$ cat config.mk
export PLATFORM = sky130hd
export DESIGN_NAME = ram16k_reader
export DESIGN_NICKNAME = d
export VERILOG_FILES = /design/src/rtl/ram16k_reader_pkg.sv /design/src/rtl/ram16k_reader.sv
export SDC_FILE = /design/constraint.sdc
export NUM_CORES = 1
export LEC_CHECK = 0
export BUFFER_PORTS_ARGS = -buffer_cell sky130_fd_sc_hd__buf_2
export CAP_MARGIN = 20
export CORE_ASPECT_RATIO = 1.4
export CORE_MARGIN = 2
export CORE_UTILIZATION = 51
export CTS_BUF_LIST = sky130_fd_sc_hd__clkbuf_16
export CTS_CLUSTER_DIAMETER = 120
export CTS_CLUSTER_SIZE = 10
export DETAILED_ROUTE_END_ITERATION = 6
export GPL_ROUTABILITY_DRIVEN = 1
export PLACE_DENSITY_LB_ADDON = 0.3
export SLEW_MARGIN = 20
export SYNTH_ARGS = -nofsm -noshare
export SYNTH_HDL_FRONTEND = slang
export SYNTH_SLANG_ARGS = --single-unit
export TNS_END_PERCENT = 5
$ cat constraint.sdc
create_clock -name clk -period 2.3 [get_ports clk]
set_clock_uncertainty 0.15 [all_clocks]
set_input_delay 0.46 -clock clk [delete_from_list [all_inputs] [get_ports clk]]
set_output_delay 0.46 -clock clk [all_outputs]
set_load 0.005 [all_outputs]
$ cat src/rtl/ram16k_reader_pkg.sv
// Shared memory geometry and FSM state encoding for the RAM16K read-side master.
package ram16k_reader_pkg;

  localparam int MEM_ADDR_W = 14;
  localparam int MEM_DATA_W = 16;
  localparam int MEM_WORDS  = 16384;

  typedef enum logic [1:0] {
    S_IDLE    = 2'd0,
    S_FETCH   = 2'd1,
    S_PRESENT = 2'd2,
    S_FINISH  = 2'd3
  } state_t;

endpackage

$ cat src/rtl/ram16k_reader.sv
// RAM16K read-side master: streams a contiguous block of words from base onto a
// valid/ready output with a last-word flag, pulsing done at the end.
// Optional running checksum of handed-off words: define RAM16K_READER_CHECKSUM_EN.
module ram16k_reader
  import ram16k_reader_pkg::*;
#(
  parameter int ADDR_W = MEM_ADDR_W,
  parameter int DATA_W = MEM_DATA_W
) (
  input  logic              clk,
  input  logic              reset,
  input  logic              start,
  input  logic [ADDR_W-1:0] base,
  input  logic [ADDR_W:0]   length,
  output logic              busy,
  output logic              done,
  output logic [ADDR_W-1:0] mem_address,
  output logic              mem_load,
  input  logic [DATA_W-1:0] mem_out,
  output logic [DATA_W-1:0] m_data,
  output logic              m_valid,
  input  logic              m_ready,
  output logic              m_last
`ifdef RAM16K_READER_CHECKSUM_EN
  ,
  output logic [DATA_W-1:0] checksum
`endif
);

  state_t            state;
  state_t            state_next;
  logic [ADDR_W-1:0] addr;
  logic [ADDR_W:0]   remaining;
  logic              handshake;
  logic              final_word;

  assign handshake   = m_valid && m_ready;
  assign final_word  = (remaining == (ADDR_W+1)'(1));
  assign mem_address = addr;
  assign mem_load    = 1'b0;

  // State register; reset abandons any transfer in progress without a done pulse.
  always_ff @(posedge clk) begin
    if (reset) begin
      state <= S_IDLE;
    end else begin
      state <= state_next;
    end
  end

  // Next-state decode plus busy/done, which follow directly from the state.
  always_comb begin
    state_next = state;
    busy       = 1'b0;
    done       = 1'b0;
    case (state)
      S_IDLE: begin
        if (start) begin
          state_next = (length == '0) ? S_FINISH : S_FETCH;
        end
      end
      S_FETCH: begin
        busy       = 1'b1;
        state_next = S_PRESENT;
      end
      S_PRESENT: begin
        busy = 1'b1;
        if (handshake) begin
          state_next = final_word ? S_FINISH : S_FETCH;
        end
      end
      S_FINISH: begin
        busy       = 1'b1;
        done       = 1'b1;
        state_next = S_IDLE;
      end
      default: state_next = S_IDLE;
    endcase
  end

  // Address/remaining counters and the stream output register.
  always_ff @(posedge clk) begin
    if (reset) begin
      addr      <= '0;
      remaining <= '0;
      m_data    <= '0;
      m_valid   <= 1'b0;
      m_last    <= 1'b0;
    end else begin
      case (state)
        S_IDLE: begin
          if (start && (length != '0)) begin
            addr      <= base;
            remaining <= length;
          end
        end
        S_FETCH: begin
          m_data  <= mem_out;
          m_valid <= 1'b1;
          m_last  <= final_word;
        end
        S_PRESENT: begin
          if (handshake) begin
            m_valid <= 1'b0;
            m_last  <= 1'b0;
            if (!final_word) begin
              addr      <= addr + ADDR_W'(1);
              remaining <= remaining - (ADDR_W+1)'(1);
            end
          end
        end
        default: ;
      endcase
    end
  end

`ifdef RAM16K_READER_CHECKSUM_EN
  // Running sum of every word accepted by the consumer; cleared on each new start.
  always_ff @(posedge clk) begin
    if (reset) begin
      checksum <= '0;
    end else if ((state == S_IDLE) && start) begin
      checksum <= '0;
    end else if ((state == S_PRESENT) && handshake) begin
      checksum <= checksum + m_data;
    end
  end
`endif

endmodule
-- Word level (Yosys, flattened, before mapping)
Index checks and enable logic that the tools add are counted.
- output and inout bits: 35
- flip-flop bits (word level): 49
- multiplexer cells: 18
- reduce and logical (&&, ||, !) cells: 11
- eq/ne operators: 8
- add/sub/neg operators: 2
- operators with widths (kind ; number):
    $mux W15 ; 3
    $mux W14 ; 3
    $pmux W15 S2 ; 1
    $pmux W14 S2 ; 1
    $eq A15 B1 Y1 const B ; 1
    $logic_not A15 Y1 ; 1
    $reduce_bool A15 Y1 ; 1
    $sub A15 B1 Y15 const B ; 1
    $add A14 B1 Y14 const B ; 1
    $mux W2 ; 4
    $ne A2 B2 Y1 const B ; 4
    $pmux W2 S4 ; 1
    $eq A2 B2 Y1 const B ; 2
    $pmux W1 S2 ; 2
    $reduce_and A2 Y1 ; 2
    $reduce_and A4 Y1 ; 1
    $reduce_bool A2 Y1 ; 2
    $mux W1 ; 3
    $reduce_or A3 Y1 ; 1
    $eq A2 B1 Y1 const B ; 1
    $logic_and A1 B1 Y1 ; 2
    $logic_not A2 Y1 ; 1

-- Logic depth before layout (Yosys ltp)
- depth in word-level cells: 4
- mapped depth: 9

-- Worst setup path before layout
OpenSTA, ideal clock, no wires.
- path type: reg-to-reg
- start point: reg addr[0], in the netlist mem_address[0]
- end point: reg addr[10], in the netlist mem_address[10]
- slack: 0.559 ns
- cell stages (with the launch flop): 8
- data required time: 2.080 ns
- arrival time: 1.521 ns
- setup time: 0.070 ns
- cell sequence: dfxtp_1 > ha_1 > and4_1 > buf_2 > nand3_1 > xor2_1 > a211o_1 > a21oi_1
- longest elaborated chain between the ends: 4
- ends and longest elaborated chain (element ; line ; RTL):
    start, declared ; ram16k_reader.sv:32 ; logic [ADDR_W-1:0] addr;
    start signal, assigned ; ram16k_reader.sv:93 ; addr <= base;
    start signal, assigned ; ram16k_reader.sv:107 ; addr <= addr + ADDR_W'(1);
    $add A14 B1 Y14 ; ram16k_reader.sv:107 ;
    $mux W14 ; ram16k_reader.sv:106 ; if (!final_word) begin
    $mux W14 ; ram16k_reader.sv:103 ; if (handshake) begin
    $pmux W14 S2 ; ram16k_reader.sv:90 ; case (state)
No other way between the ends. The select of a mux whose other input is x is not followed.
A chain may end at the register's enable or synchronous reset.

-- Final worst setup path
- start point: reg remaining[1]
- end point: reg remaining[4]
- longest elaborated chain between the ends: 4
- ends and longest elaborated chain (element ; line ; RTL):
    start, declared ; ram16k_reader.sv:33 ; logic [ADDR_W:0] remaining;
    start signal, assigned ; ram16k_reader.sv:94 ; remaining <= length;
    start signal, assigned ; ram16k_reader.sv:108 ; remaining <= remaining - (ADDR_W+1)'(1);
    $sub A15 B1 Y15 ; ram16k_reader.sv:108 ;
    $mux W15 ; ram16k_reader.sv:106 ;
    $mux W15 ; ram16k_reader.sv:103 ;
    $pmux W15 S2 ; ram16k_reader.sv:90 ;
Parallel ways exist; a longest one is shown, timed or not. The select of a mux whose other input is x is not followed.

==> impl_metrics.ini <==
[worst_setup_path]
slowest_delay_ps = 340
reg2regPathDepth = 8
worstSetupPathType = reg2reg
critPathCaptureType = register
crit_slowest_cell = dfxtp_1
cpLargestDelayFamily = compound AO/OA/AOI/OAI gates
required_ps = 2360
critPathMaxFanout = 15
cp_num_buf_inv = 2
cp.arrival_ps = 2130
crit_chain = inv_1 > ha_1 > nor4b_2 > nand4_1 > a2bb2oi_2 > buf_4 > o21ai_1 > a21oi_1
cp.depth = 8
cp-start-kind = register

[clock_tree]
postCtsSetupBuffers = 0
root_buffer = clkbuf_16
post_cts_resized = 0
clock-sinks = 49
clockBufferDepth = 2
clk_pin_slew_worst_paths_ps = 60
tritoncts = yes
htreeDepth = 2
cts_hold_buffers = 0
numCtsBuffers = 5
insertion_delay_ps = 290

[synthesis]
synth_area_per_cell_um2 = 7.34
synth-main-ff-cell = dfxtp_1
synth_nets = 419
synthSimpleGateAreaFrac = 0.286
netlist_area_um2 = 2690
synth_sequential_area_ratio = 0.365
yosysWarnings = 0
synthMuxAreaShare = 0
synth_compound_area_frac = 0.264
yosys.area_share.adder = 0.0186
synth-edff-count = 0
synthXorXnorAreaFrac = 0.00326
ys_seq_elements = 49
synthArstFlopShare = 0
synth_cell_types = 49
syn_inst = 366
synth_top_family_by_area = simple AND/OR/NAND/NOR gates

[die]
io_pins = 84
dieHeight_um = 89.9
start_util = 0.525
die_x_um = 65.3
die_area_um2 = 5870
rows = 31
core_area_um2 = 5120

[finish]
area_growth_syn_to_layout_pct = 24.1
layout_commonest_cell = buf_2
fin_nets = 491
drive_above_1_share = 0.255
finalNonFillerCells = 505
n_antenna_cell = 0
final_cell_mix = buf_2 (82), nand2_1 (81), a21oi_1 (51), dfxtp_1 (49), nor2_1 (20)

[place]
dp_cells = 497
place_hpwl_mm = 5.03
portBuffers = 82
gp_congestion = 0.864

[power]
vdd_drop_max_mv = 0.444
pwr_density_cell_nw_per_um2 = 690
total_leakage_power_nw = 1.42

[sta]
hold_viol = 0
post-route-min-period_ps = 2060
maxSlewViolCount = 0
fin_crit_sh = 0.896
max_slew_margin = 0.617
setup_viol = 0
rsz0062_at_grt = no
holdWs_ps = 261
fin_setup_tns_ps = 0
timing.fmax_ghz = 0.485
worstMarginPinSlew_ps = 574

[route]
wl_mm = 7.08
drt_iter0_drc = 128
vias = 2915
antenna_left = 0
drcViolationCount = 0
dr.pass1.iters = 5
wire_per_inst_um = 14.0
vias_per_cell = 5.77

[global_routing]
grt_antenna_before_repair = 0
grt_pass1_vias = 2796
grt_usage = 0.250
grt_overflow = 0
grt_max_degree = 63
grt_pass1_wl_mm = 11.9

[flow_run]
maxCapViolations = 0

[hold_path]
min_path_type = in2reg
whs_path_depth = 3

[run_status]
status = completed
-- where the power goes --
part           internal (W)  switching (W)
Combinational      0.000220       0.000294
Sequential         0.000914      0.0000711
Clock              0.000505       0.000298
Total               0.00164       0.000663
-- per-stage QoR --
| step | total power [W] | setup slack, ps | area, um^2 | util |
|---|---|---|---|---|
| 2_1_floorplan | 0.00132 | 559 | 2690 | - |
| 3_3_place_gp | 0.00150 | 111 | 3170 | 0.620 |
| 3_5_place_dp | 0.00151 | 39.0 | 3170 | 0.620 |
| 4_1_cts | 0.00232 | 254 | 3330 | 0.651 |
| 5_1_grt | 0.00242 | 102 | 3330 | 0.651 |
| 6_report | 0.00230 | 239 | 3330 | 0.651 |
-- tightest hold or removal path, delay by kind of cell --
family	cells	cell delay [ps]
buffers and inverters	1	90
AND/OR/NAND/NOR	1	40
AO/OA/AOI/OAI	1	50
-- cells by family after synthesis --
logic type               Yosys count
AO/OA/AOI/OAI                    117
XOR/XNOR                           1
adder cells (fa/ha/maj)            4
buffers and inverters             35
flip-flops                        49
other                              1
AND/OR/NAND/NOR                  159
-- cell type report --
cell class | count | area [um^2]
Multi-Input combinational cell | 282 | 1550
Fill cell | 472 | 1790
Sequential cell | 49 | 981
Clock buffer | 5 | 125
Clock inverter | 3 | 37.5
Timing Repair Buffer | 94 | 538
Tap cell | 66 | 82.6
Inverter | 6 | 22.5
-- synthesized netlist by cell type, drive strengths merged, types with 2 or more instances --
master  count  area [um^2]
nor4        9         62.6
nor2b       4         25.0
nand4       3         18.8
nand3b      2         15.0
and2        2         12.5
a31oi       6         37.5
o21ai      27          135
inv         6         22.5
nor3       10         75.1
a211o       4         35.0
nand2      81          304
nand2b      6         37.5
ha          4         50.1
dfxtp      49          981
clkbuf     18         67.6
o31ai       7         52.6
nand3      11         55.1
a21oi      51          255
buf        11         76.3
a211oi      6         50.1
nor2       20         75.1
or3         3         18.8
and4        3         26.3
o41ai       2         17.5
o32ai       2         17.5
and3        3         18.8
-- routing by layer --
layer	wire [um]	track usage	vias to the layer above
met1	2820	0.276	1327
li1	-	-	1446
met4	270	0.120	0
met2	3520	0.443	118
met3	472	0.0526	24
met5	0	0	-
-- state kept, by name, summed over array words and instances, names as in the netlist --
name and count:
m_data 16, remaining 15, mem_address 14, state 2, m_last 1, m_valid 1
-- worst paths after layout --
check                             startpoint            to  slack (ps)
worst min register to register    m_data[10]    m_data[10]         300
worst min-delay path              mem_out[2]     m_data[2]         260
worst max-delay path            remaining[1]  remaining[4]         240
worst max register to register  remaining[1]  remaining[4]         240
No activity file was read; power rests on OpenSTA's default activity.
